<file path="src/rtl/raizing_gp9001_bus_if.sv">
// ============================================================================
// raizing_gp9001_bus_if : CPU-side and GP9001-side signals of the GP9001 bus
// Rev 1.0
// ============================================================================
`default_nettype none

interface raizing_gp9001_bus_if;
    logic        CPU_CS;
    logic        CPU_OBJ_CS;
    logic [2:0]  CPU_ADDR;
    logic        CPU_RNW;
    logic [15:0] CPU_DIN;
    logic [15:0] CPU_DOUT;
    logic        CPU_DTACK_N;
    logic        GP9001CS;
    logic        GP9001ACK;
    logic [15:0] GP9001DIN;
    logic [15:0] GP9001DOUT;
    logic        GP9001_OP_SELECT_REG;
    logic        GP9001_OP_WRITE_REG;
    logic        GP9001_OP_WRITE_RAM;
    logic        GP9001_OP_READ_RAM_H;
    logic        GP9001_OP_READ_RAM_L;
    logic        GP9001_OP_SET_RAM_PTR;
    logic        GP9001_OP_OBJECTBANK_WR;
    logic [2:0]  GP9001_OBJECTBANK_SLOT;
    logic        CPU_HSYNC;
    logic        CPU_VSYNC;
    logic        CPU_FBLANK;
    logic        TIMEOUT;

    modport slave (
        input  CPU_CS, CPU_OBJ_CS, CPU_ADDR, CPU_RNW, CPU_DIN,
        input  GP9001ACK, GP9001DOUT, CPU_HSYNC, CPU_VSYNC, CPU_FBLANK,
        output CPU_DOUT, CPU_DTACK_N, GP9001CS, GP9001DIN,
        output GP9001_OP_SELECT_REG, GP9001_OP_WRITE_REG, GP9001_OP_WRITE_RAM,
        output GP9001_OP_READ_RAM_H, GP9001_OP_READ_RAM_L, GP9001_OP_SET_RAM_PTR,
        output GP9001_OP_OBJECTBANK_WR, GP9001_OBJECTBANK_SLOT, TIMEOUT
    );

    modport master (
        output CPU_CS, CPU_OBJ_CS, CPU_ADDR, CPU_RNW, CPU_DIN,
        output GP9001ACK, GP9001DOUT, CPU_HSYNC, CPU_VSYNC, CPU_FBLANK,
        input  CPU_DOUT, CPU_DTACK_N, GP9001CS, GP9001DIN,
        input  GP9001_OP_SELECT_REG, GP9001_OP_WRITE_REG, GP9001_OP_WRITE_RAM,
        input  GP9001_OP_READ_RAM_H, GP9001_OP_READ_RAM_L, GP9001_OP_SET_RAM_PTR,
        input  GP9001_OP_OBJECTBANK_WR, GP9001_OBJECTBANK_SLOT, TIMEOUT
    );
endinterface

`default_nettype wire

</file>
<file path="src/rtl/raizing_gp9001_bus.sv">
// ============================================================================
// raizing_gp9001_bus : 68000 bus cycle -> single GP9001 operation initiator
// Rev 1.0
// ============================================================================
`default_nettype none

module raizing_gp9001_bus #(
    parameter int TIMEOUT_W = 8
) (
    input  logic                  CLK,
    input  logic                  RESET_N,
    raizing_gp9001_bus_if.slave   bus
);

    typedef enum logic [1:0] {
        S_IDLE = 2'd0,
        S_WAIT = 2'd1,
        S_DONE = 2'd2
    } state_t;

    // op vector bit order: 0 SELECT_REG, 1 WRITE_REG, 2 WRITE_RAM, 3 READ_RAM_H,
    // 4 READ_RAM_L, 5 SET_RAM_PTR, 6 OBJECTBANK_WR
    state_t                 r_state;
    logic [TIMEOUT_W-1:0]   r_cnt;
    logic [6:0]             r_op;
    logic                   r_cs;
    logic                   r_rnw;
    logic [15:0]            r_din;
    logic [15:0]            r_dout;
    logic                   r_dtack_n;
    logic [2:0]             r_slot;
    logic                   r_timeout;

    logic                   w_sel;
    logic [6:0]             w_op;
    logic [15:0]            w_local_val;

    assign w_sel = bus.CPU_CS | bus.CPU_OBJ_CS;

    always_comb begin
        w_op        = 7'd0;
        w_local_val = 16'hFFFF;
        if (bus.CPU_CS) begin
            case (bus.CPU_ADDR)
                3'd0:    if (!bus.CPU_RNW) w_op[5] = 1'b1;
                3'd2:    if (bus.CPU_RNW) w_op[3] = 1'b1; else w_op[2] = 1'b1;
                3'd3:    if (bus.CPU_RNW) w_op[4] = 1'b1; else w_op[2] = 1'b1;
                3'd4:    if (!bus.CPU_RNW) w_op[0] = 1'b1;
                3'd6: begin
                    if (bus.CPU_RNW)
                        w_local_val = {13'd0, bus.CPU_HSYNC, bus.CPU_VSYNC, bus.CPU_FBLANK};
                    else
                        w_op[1] = 1'b1;
                end
                default: w_op = 7'd0;
            endcase
        end else if (bus.CPU_OBJ_CS && !bus.CPU_RNW) begin
            w_op[6] = 1'b1;
        end
    end

    always_ff @(posedge CLK) begin
        if (!RESET_N) begin
            r_state   <= S_IDLE;
            r_cnt     <= '0;
            r_op      <= 7'd0;
            r_cs      <= 1'b0;
            r_rnw     <= 1'b0;
            r_din     <= 16'd0;
            r_dout    <= 16'd0;
            r_dtack_n <= 1'b1;
            r_slot    <= 3'd0;
            r_timeout <= 1'b0;
        end else begin
            case (r_state)
                S_IDLE: begin
                    if (w_sel) begin
                        if (w_op != 7'd0) begin
                            r_op    <= w_op;
                            r_cs    <= 1'b1;
                            r_rnw   <= bus.CPU_RNW;
                            r_din   <= bus.CPU_DIN;
                            r_cnt   <= '0;
                            if (w_op[6])
                                r_slot <= bus.CPU_ADDR;
                            r_state <= S_WAIT;
                        end else begin
                            r_dout    <= w_local_val;
                            r_dtack_n <= 1'b0;
                            r_state   <= S_DONE;
                        end
                    end
                end
                S_WAIT: begin
                    // An abandoned CPU cycle still finishes its GP9001 op, but without DTACK
                    if (bus.GP9001ACK) begin
                        r_cs      <= 1'b0;
                        r_op      <= 7'd0;
                        if (r_rnw)
                            r_dout <= bus.GP9001DOUT;
                        r_dtack_n <= ~w_sel;
                        r_state   <= S_DONE;
                    end else if (r_cnt == {TIMEOUT_W{1'b1}}) begin
                        r_cs      <= 1'b0;
                        r_op      <= 7'd0;
                        r_dout    <= 16'hFFFF;
                        r_timeout <= 1'b1;
                        r_dtack_n <= ~w_sel;
                        r_state   <= S_DONE;
                    end else begin
                        r_cnt <= r_cnt + 1'b1;
                    end
                end
                S_DONE: begin
                    if (!w_sel) begin
                        r_dtack_n <= 1'b1;
                        r_state   <= S_IDLE;
                    end
                end
                default: r_state <= S_IDLE;
            endcase
        end
    end

    assign bus.CPU_DOUT                = r_dout;
    assign bus.CPU_DTACK_N             = r_dtack_n;
    assign bus.GP9001CS                = r_cs;
    assign bus.GP9001DIN               = r_din;
    assign bus.GP9001_OP_SELECT_REG    = r_op[0];
    assign bus.GP9001_OP_WRITE_REG     = r_op[1];
    assign bus.GP9001_OP_WRITE_RAM     = r_op[2];
    assign bus.GP9001_OP_READ_RAM_H    = r_op[3];
    assign bus.GP9001_OP_READ_RAM_L    = r_op[4];
    assign bus.GP9001_OP_SET_RAM_PTR   = r_op[5];
    assign bus.GP9001_OP_OBJECTBANK_WR = r_op[6];
    assign bus.GP9001_OBJECTBANK_SLOT  = r_slot;
    assign bus.TIMEOUT                 = r_timeout;

endmodule

`default_nettype wire

</file>
<file path="src/flat_wrapper.sv">
// flat-port wrapper written by rule: the top's interface ports become plain ports
module raizing_gp9001_bus_flat 
#(
    parameter int TIMEOUT_W = 8
)
  (CLK, RESET_N, bus_CPU_CS, bus_CPU_OBJ_CS, bus_CPU_ADDR, bus_CPU_RNW, bus_CPU_DIN, bus_GP9001ACK, bus_GP9001DOUT, bus_CPU_HSYNC, bus_CPU_VSYNC, bus_CPU_FBLANK, bus_CPU_DOUT, bus_CPU_DTACK_N, bus_GP9001CS, bus_GP9001DIN, bus_GP9001_OP_SELECT_REG, bus_GP9001_OP_WRITE_REG, bus_GP9001_OP_WRITE_RAM, bus_GP9001_OP_READ_RAM_H, bus_GP9001_OP_READ_RAM_L, bus_GP9001_OP_SET_RAM_PTR, bus_GP9001_OP_OBJECTBANK_WR, bus_GP9001_OBJECTBANK_SLOT, bus_TIMEOUT);
  raizing_gp9001_bus_if bus_i ();
  input  logic CLK;
  input  logic RESET_N;
  input wire logic [$bits(bus_i.CPU_CS)-1:0] bus_CPU_CS;
  input wire logic [$bits(bus_i.CPU_OBJ_CS)-1:0] bus_CPU_OBJ_CS;
  input wire logic [$bits(bus_i.CPU_ADDR)-1:0] bus_CPU_ADDR;
  input wire logic [$bits(bus_i.CPU_RNW)-1:0] bus_CPU_RNW;
  input wire logic [$bits(bus_i.CPU_DIN)-1:0] bus_CPU_DIN;
  input wire logic [$bits(bus_i.GP9001ACK)-1:0] bus_GP9001ACK;
  input wire logic [$bits(bus_i.GP9001DOUT)-1:0] bus_GP9001DOUT;
  input wire logic [$bits(bus_i.CPU_HSYNC)-1:0] bus_CPU_HSYNC;
  input wire logic [$bits(bus_i.CPU_VSYNC)-1:0] bus_CPU_VSYNC;
  input wire logic [$bits(bus_i.CPU_FBLANK)-1:0] bus_CPU_FBLANK;
  output wire logic [$bits(bus_i.CPU_DOUT)-1:0] bus_CPU_DOUT;
  output wire logic [$bits(bus_i.CPU_DTACK_N)-1:0] bus_CPU_DTACK_N;
  output wire logic [$bits(bus_i.GP9001CS)-1:0] bus_GP9001CS;
  output wire logic [$bits(bus_i.GP9001DIN)-1:0] bus_GP9001DIN;
  output wire logic [$bits(bus_i.GP9001_OP_SELECT_REG)-1:0] bus_GP9001_OP_SELECT_REG;
  output wire logic [$bits(bus_i.GP9001_OP_WRITE_REG)-1:0] bus_GP9001_OP_WRITE_REG;
  output wire logic [$bits(bus_i.GP9001_OP_WRITE_RAM)-1:0] bus_GP9001_OP_WRITE_RAM;
  output wire logic [$bits(bus_i.GP9001_OP_READ_RAM_H)-1:0] bus_GP9001_OP_READ_RAM_H;
  output wire logic [$bits(bus_i.GP9001_OP_READ_RAM_L)-1:0] bus_GP9001_OP_READ_RAM_L;
  output wire logic [$bits(bus_i.GP9001_OP_SET_RAM_PTR)-1:0] bus_GP9001_OP_SET_RAM_PTR;
  output wire logic [$bits(bus_i.GP9001_OP_OBJECTBANK_WR)-1:0] bus_GP9001_OP_OBJECTBANK_WR;
  output wire logic [$bits(bus_i.GP9001_OBJECTBANK_SLOT)-1:0] bus_GP9001_OBJECTBANK_SLOT;
  output wire logic [$bits(bus_i.TIMEOUT)-1:0] bus_TIMEOUT;
  assign bus_i.CPU_CS = bus_CPU_CS;
  assign bus_i.CPU_OBJ_CS = bus_CPU_OBJ_CS;
  assign bus_i.CPU_ADDR = bus_CPU_ADDR;
  assign bus_i.CPU_RNW = bus_CPU_RNW;
  assign bus_i.CPU_DIN = bus_CPU_DIN;
  assign bus_i.GP9001ACK = bus_GP9001ACK;
  assign bus_i.GP9001DOUT = bus_GP9001DOUT;
  assign bus_i.CPU_HSYNC = bus_CPU_HSYNC;
  assign bus_i.CPU_VSYNC = bus_CPU_VSYNC;
  assign bus_i.CPU_FBLANK = bus_CPU_FBLANK;
  assign bus_CPU_DOUT = bus_i.CPU_DOUT;
  assign bus_CPU_DTACK_N = bus_i.CPU_DTACK_N;
  assign bus_GP9001CS = bus_i.GP9001CS;
  assign bus_GP9001DIN = bus_i.GP9001DIN;
  assign bus_GP9001_OP_SELECT_REG = bus_i.GP9001_OP_SELECT_REG;
  assign bus_GP9001_OP_WRITE_REG = bus_i.GP9001_OP_WRITE_REG;
  assign bus_GP9001_OP_WRITE_RAM = bus_i.GP9001_OP_WRITE_RAM;
  assign bus_GP9001_OP_READ_RAM_H = bus_i.GP9001_OP_READ_RAM_H;
  assign bus_GP9001_OP_READ_RAM_L = bus_i.GP9001_OP_READ_RAM_L;
  assign bus_GP9001_OP_SET_RAM_PTR = bus_i.GP9001_OP_SET_RAM_PTR;
  assign bus_GP9001_OP_OBJECTBANK_WR = bus_i.GP9001_OP_OBJECTBANK_WR;
  assign bus_GP9001_OBJECTBANK_SLOT = bus_i.GP9001_OBJECTBANK_SLOT;
  assign bus_TIMEOUT = bus_i.TIMEOUT;
  raizing_gp9001_bus #(.TIMEOUT_W(TIMEOUT_W)) u_core (.CLK(CLK), .RESET_N(RESET_N), .bus(bus_i));
endmodule
</file>
<file path="config.mk">
export PLATFORM = sky130hd
export DESIGN_NAME = raizing_gp9001_bus_flat
export DESIGN_NICKNAME = d
export VERILOG_FILES = /design/src/rtl/raizing_gp9001_bus_if.sv /design/src/rtl/raizing_gp9001_bus.sv /design/src/flat_wrapper.sv
export SDC_FILE = /design/constraint.sdc
export NUM_CORES = 1
export LEC_CHECK = 0
export ABC_AREA = 0
export CORE_ASPECT_RATIO = 1.4
export CORE_MARGIN = 10
export CORE_UTILIZATION = 40
export DETAILED_ROUTE_END_ITERATION = 8
export DONT_BUFFER_PORTS = 1
export PLACE_DENSITY = 0.59
export SYNTH_ARGS = -nofsm -noshare
export SYNTH_HDL_FRONTEND = slang
export SYNTH_SLANG_ARGS = --single-unit
</file>
<file path="constraint.sdc">
create_clock -name CLK -period 2.6 [get_ports CLK]
set_clock_uncertainty 0.05 [all_clocks]
set_input_delay 0 -clock CLK [delete_from_list [all_inputs] [get_ports CLK]]
set_output_delay 0 -clock CLK [all_outputs]
set_load 0.05 [all_outputs]
</file>
==> metrics.cfg, run 1 <==
[clock_tree]
cts_resized=0
clkLatencyLatePin_ns=0.31
root_buffer=clkbuf_8
clockBufferDepth=2
cts_tree=yes
cts-htree-levels=2
hold_buffers=45
cts_setup_buffers=0
cts_inserted_buffers=5
cts.sinks=56
clk_transition_reported_paths_ns=0.10

[floorplanning]
fp.dieW_um=88.4
die_area_sq_um=10200
core_sq_um=6300
fp-row-count=34
die_h_um=116
pin_count=89
start_util=0.417

[worst_setup_path]
critical-path-max-stage-delay_ns=0.58
worstPathRequired_ns=2.73
critPathBufInv=2
cp_max_fo=12
crit_slowest_cell=dlygate4sd3_1
cp.arrival_ns=2.43
critPathCaptureType=flop
path_cells=inv_1 -> ha_1 -> nor2b_1 -> nand3_1 -> o221ai_1 -> dlygate4sd3_1 -> mux2i_1
critPathKind=reg -> reg
critPathTopFamily=buffers and inverters
start_kind=flop

[synth]
synthCells=281
yosys_warnings=0
syn-num-nets=329
netlist_area_sq_um=2620
yosysSeqAreaShare=0.427
ys_seq_elements=56
synth_area_per_cell_sq_um=9.33
synth_cell_types=46

[min_path]
hold_class=in -> reg

[global_route]
groute.usage.overall=0.141
overflow=0
grt_pass1_vias=2227
antenna_found_initial=0
grt_pass1_wl_mm=11.5
grt_max_degree=31

[power]
peakVddDrop_v=0.000359
leakage_nw=1.25
total_power_mw=2.57
p_per_area_nw_per_um2=806

[final_layout]
synthToLayoutAreaGrowth_pct=21.7
multiInputGateArea_sq_um=1360
diodes=0
fillerInstances=589
regArea_sq_um=1120
finish.utilization=0.507
finalNetCount=366
drive_gt1_frac=0.0784

[timing]
tightestPinTransition_ns=1.13
finalSetupViolCount=0
fmax_mhz=435
rsz0062_at_grt=no
hold_violations=0
totalNegativeSetupSlack_ns=0
hold_slack_ns=0.0172
fin_crit_ns=2.30
slew_headroom=0.247
finalCritPeriodShare=0.885
slew_violations=0

[route]
totalWireLength_mm=7.30
avgRoutedWirePerCell_um=18.7
ant_nets=0
drtPass1Iterations=4
vias=2248
drc=0
drt_iter0_drc=145
vias_per_cell=5.75

[outcome]
status=completed

[placement]
io_buffers=0
place_hpwl_mm=5.04
gp_congestion=0.846

[run]
max_cap_viol_count=0

==> tightest hold or removal path: cells and delay by family <==
family	cells	cell delay (ns)
compound gates	2	0.15
simple gates	1	0.19
==> area by class of cell <==
type                    count  area share
flip-flops and latches     56       0.351
well taps                  72      0.0282
clock inverters             2     0.00471
repair buffers             51       0.155
clock buffers               6      0.0259
inverters                   7     0.00824
multi-input cells         197       0.426
==> flip-flops by register name (all words and copies together), names as in the netlist <==
register                           count
u_core.bus.GP9001DIN                  16
u_core.r_op                            7
u_core.r_cnt                           8
u_core.bus.GP9001CS                    1
u_core.bus.GP9001_OBJECTBANK_SLOT      3
u_core.r_state                         2
u_core.r_rnw                           1
u_core.bus.CPU_DTACK_N                 1
u_core.bus.TIMEOUT                     1
u_core.bus.CPU_DOUT                   16
==> cell families after synthesis <==
logic type      after synthesis  synth area share
simple gates                 97             0.192
compound gates               70             0.208
flops                        56             0.427
buf+inv                      28            0.0539
mux                          26            0.0992
fa+ha+maj                     4            0.0191
==> power by group <==
part / internal (mW) / switching, mW / total [mW]
clock network: 0.216 / 0.289 / 0.505
registers: 0.980 / 0.486 / 1.47
logic: 0.263 / 0.337 / 0.599
total: 1.46 / 1.11 / 2.57
==> placed cells by master (no fill, tap or decap), drive strengths merged, types with 7 or more instances in the layout <==
cell type	synthesis	final
dfxtp	56	56
a21oi	13	13
inv	7	7
nand3	14	14
mux2i	26	26
nand2	20	20
o31ai	8	8
dlygate4sd3	0	45
nor2	32	32
nand4	11	11
o21ai	19	19
o211a	10	10
==> path summary, 6_finish.rpt <==
check / from / cells past startpoint / end / slack, ns
worst max-delay path: u_core.r_state[1] / 7 / u_core.bus.CPU_DOUT[0] / 0.30
worst min-delay path: bus_CPU_RNW / 3 / u_core.r_op[3] / 0.02
worst max register to register: u_core.r_state[1] / 7 / u_core.bus.CPU_DOUT[0] / 0.30
worst min register to register: u_core.r_cnt[0] / 1 / u_core.r_cnt[0] / 0.47
==> synth_stat cells (all sizes together) <==
| cell type | n | area [sq um] |
|---|---|---|
| nor4 | 1 | 6.26 |
| a21oi | 13 | 76.3 |
| nor2b | 1 | 6.26 |
| or2 | 1 | 6.26 |
| nand4b | 1 | 8.76 |
| o21a | 1 | 7.51 |
| o32ai | 3 | 26.3 |
| clkbuf | 9 | 33.8 |
| o2111ai | 1 | 8.76 |
| o21ba | 1 | 10.0 |
| o211ai | 3 | 22.5 |
| o22ai | 2 | 12.5 |
| a311oi | 3 | 45.0 |
| nand3 | 14 | 75.1 |
| nand2b | 5 | 38.8 |
| mux2i | 26 | 260 |
| ha | 4 | 50.1 |
| inv | 7 | 26.3 |
| dfxtp | 56 | 1120 |
| o211a | 10 | 100 |
| and3b | 2 | 17.5 |
| or4b | 1 | 10.0 |
| nand2 | 20 | 75.1 |
| o21ai | 19 | 95.1 |
| o221ai | 3 | 26.3 |
| a211oi | 1 | 7.51 |
| o31ai | 8 | 73.8 |
| o21bai | 1 | 18.8 |
| o2bb2ai | 1 | 15.0 |
| buf | 12 | 81.3 |
| nor2 | 32 | 128 |
| nand4 | 11 | 83.8 |
| nor3 | 3 | 15.0 |
| nor4b | 1 | 8.76 |
| and3 | 1 | 6.26 |
| and2 | 3 | 18.8 |
==> per-stage QoR <==
step           cells  setup slack [ns]  area (sq um)
3_3_place_gp     338             0.421          2640
4_1_cts          391             0.283          3190
6_report         391             0.299          3190
3_5_place_dp     338             0.336          2640
5_1_grt          391            0.0848          3190
2_1_floorplan    281             0.793          2620
==> per-layer routing <==
layer | vias to the layer above | wire length (um) | GRT usage
met2 | 70 | 3720 | 0.239
met3 | 10 | 696 | 0.0597
met4 | 0 | 138 | 0.0530
met5 | - | 0 | 0
met1 | 1078 | 2750 | 0.153
li1 | 1090 | - | -
(Power assumes the default switching activity.)
==> run 2, diff against run 1 <==
- CORE_UTILIZATION: 40 -> 62
- PLACE_DENSITY: 0.59 -> 0.83
==> run 2 against run 1 <==
Against the previous run:
- the run now ends with negative hold slack left
- via count increased by 1.3%
- flip-flop and latch count is the same
- count of clock-buffer cells in the layout grew 1
- die area down 29%
- wire length down 3.4%
- maximum frequency fell by 2.9%
- sequential share of layout area is 0.60 points higher
- cell area decreased by 1.7%
- largest cell class unchanged
- largest power group unchanged
- highest routed layer unchanged
==> metrics.cfg, run 2 (synthesized netlist as in run 1, its figures left out) <==
[route]
avgRoutedWirePerCell_um=19.5
drtPass1Iterations=4
vias=2277
drt_iter0_drc=266
ant_nets=0
vias_per_cell=6.31
totalWireLength_mm=7.05
drc=0

[outcome]
failed_checks=negative hold slack
status=finished, violations left

[placement]
gp_congestion=0.826
io_buffers=0
placed_cells=307
place_hpwl_mm=4.63

[timing]
tightestPinTransition_ns=1.05
hold_slack_ns=-0.00912
totalNegativeSetupSlack_ns=0
rsz0062_at_grt=no
slew_headroom=0.298
hold_violations=2
fmax_mhz=422
finalSetupViolCount=0
slew_violations=0
fin_crit_ns=2.37
finalCritPeriodShare=0.912

[global_route]
grt_pass1_vias=2278
grt_max_degree=33
groute.usage.overall=0.193
overflow=0
grt_pass1_wl_mm=11.3
antenna_found_initial=1

[floorplanning]
fp-row-count=27
die_area_sq_um=7270
die_h_um=97.0
pin_count=89
start_util=0.652
fp.dieW_um=75.0
core_sq_um=4020

[clock_tree]
clkLatencyLatePin_ns=0.31
root_buffer=clkbuf_8
cts-htree-levels=2
clk_transition_reported_paths_ns=0.10
cts.sinks=56
cts_inserted_buffers=5
clockBufferDepth=2
cts_setup_buffers=0
cts_tree=yes

[power]
peakVddDrop_v=0.000437
total_power_mw=2.54
leakage_nw=1.24
p_per_area_nw_per_um2=809

[worst_setup_path]
critPathKind=reg -> reg
critPathCaptureType=flop
cp.arrival_ns=2.55
critical-path-max-stage-delay_ns=0.65
crit_slowest_cell=dlygate4sd3_1
worstPathRequired_ns=2.78
path_cells=inv_1 -> ha_1 -> nor2b_2 -> nand3_1 -> o221ai_1 -> dlygate4sd3_1 -> mux2i_1
cp_max_fo=14
start_kind=flop

[final_layout]
synthToLayoutAreaGrowth_pct=19.6
stdcell_count=361
finalNetCount=364
drive_gt1_frac=0.0726
mostFrequentLayoutCell=dfxtp_1
final_cell_mix=56 x dfxtp_1, 45 x dlygate4sd3_1, 31 x nor2_1
fillerInstances=268

[run]
max_cap_viol_count=0

[min_path]
hold_class=in -> reg

[run 2: metal layers]
metal / vias to the layer above / GRT usage / share of wire
met5: - / 0 / 0
met4: 0 / 0.0843 / 0.015
met3: 13 / 0.0724 / 0.097
met2: 102 / 0.321 / 0.53
met1: 1075 / 0.207 / 0.36
li1: 1087 / - / -
[run 2: area by class of cell]
class / count / area, sq um / share of cell area
Timing Repair Buffer: 49 / 480 / 0.153
Inverter: 7 / 26.3 / 0.00838
Clock inverter: 1 / 8.76 / 0.00279
Tap cell: 43 / 53.8 / 0.0172
Clock buffer: 7 / 76.3 / 0.0243
Sequential cell: 56 / 1120 / 0.357
Multi-Input combinational cell: 197 / 1370 / 0.436
Antenna cell: 1 / 2.50 / 0.000798
[run 2: final timing paths]
| kind | from | endpoint | slack (ns) | cells past startpoint |
|---|---|---|---|---|
| setup / recovery | u_core.r_state[1] | u_core.bus.CPU_DOUT[2] | 0.23 | 7 |
| setup reg to reg | u_core.r_state[1] | u_core.bus.CPU_DOUT[2] | 0.23 | 7 |
| hold reg to reg | u_core.r_cnt[7] | u_core.r_cnt[7] | 0.45 | 1 |
| hold / removal | bus_CPU_OBJ_CS | u_core.bus.GP9001_OBJECTBANK_SLOT[1] | -0.009 | 4 |
[run 2: what timing repair did]
item,4_1_cts,5_1_grt
endpoints found under the hold margin,53,0
hold buffers,45,0
resized for setup,0,2
setup endpoints to repair,0,2
[run 2: power breakdown]
part,internal [mW],switching (mW)
Clock,0.193,0.278
Sequential,0.980,0.488
Combinational,0.262,0.335
[run 2: critical path, delay by kind of cell, from the launching register on]
| kind | cells | cell delay, ns |
|---|---|---|
| muxes | 1 | 0.22 |
| buffers and inverters | 2 | 0.74 |
| adders and majority gates | 1 | 0.49 |
| AOI/OAI and AO/OA | 1 | 0.14 |
| and+or+nand+nor | 2 | 0.33 |
| DFF | 1 | 0.32 |
[run 2: stage by stage]
step / hold slack, ns / setup WS (ns) / utilization / instance area (sq um)
2_1_floorplan: 0.0513 / 0.793 / - / 2620
4_1_cts: 0.00687 / 0.217 / 0.778 / 3130
6_report: -0.00912 / 0.229 / 0.780 / 3140
5_1_grt: 0.0165 / 0.0781 / 0.780 / 3140
3_5_place_dp: 0.0373 / 0.345 / 0.645 / 2590
3_3_place_gp: 0.0278 / 0.443 / 0.645 / 2590
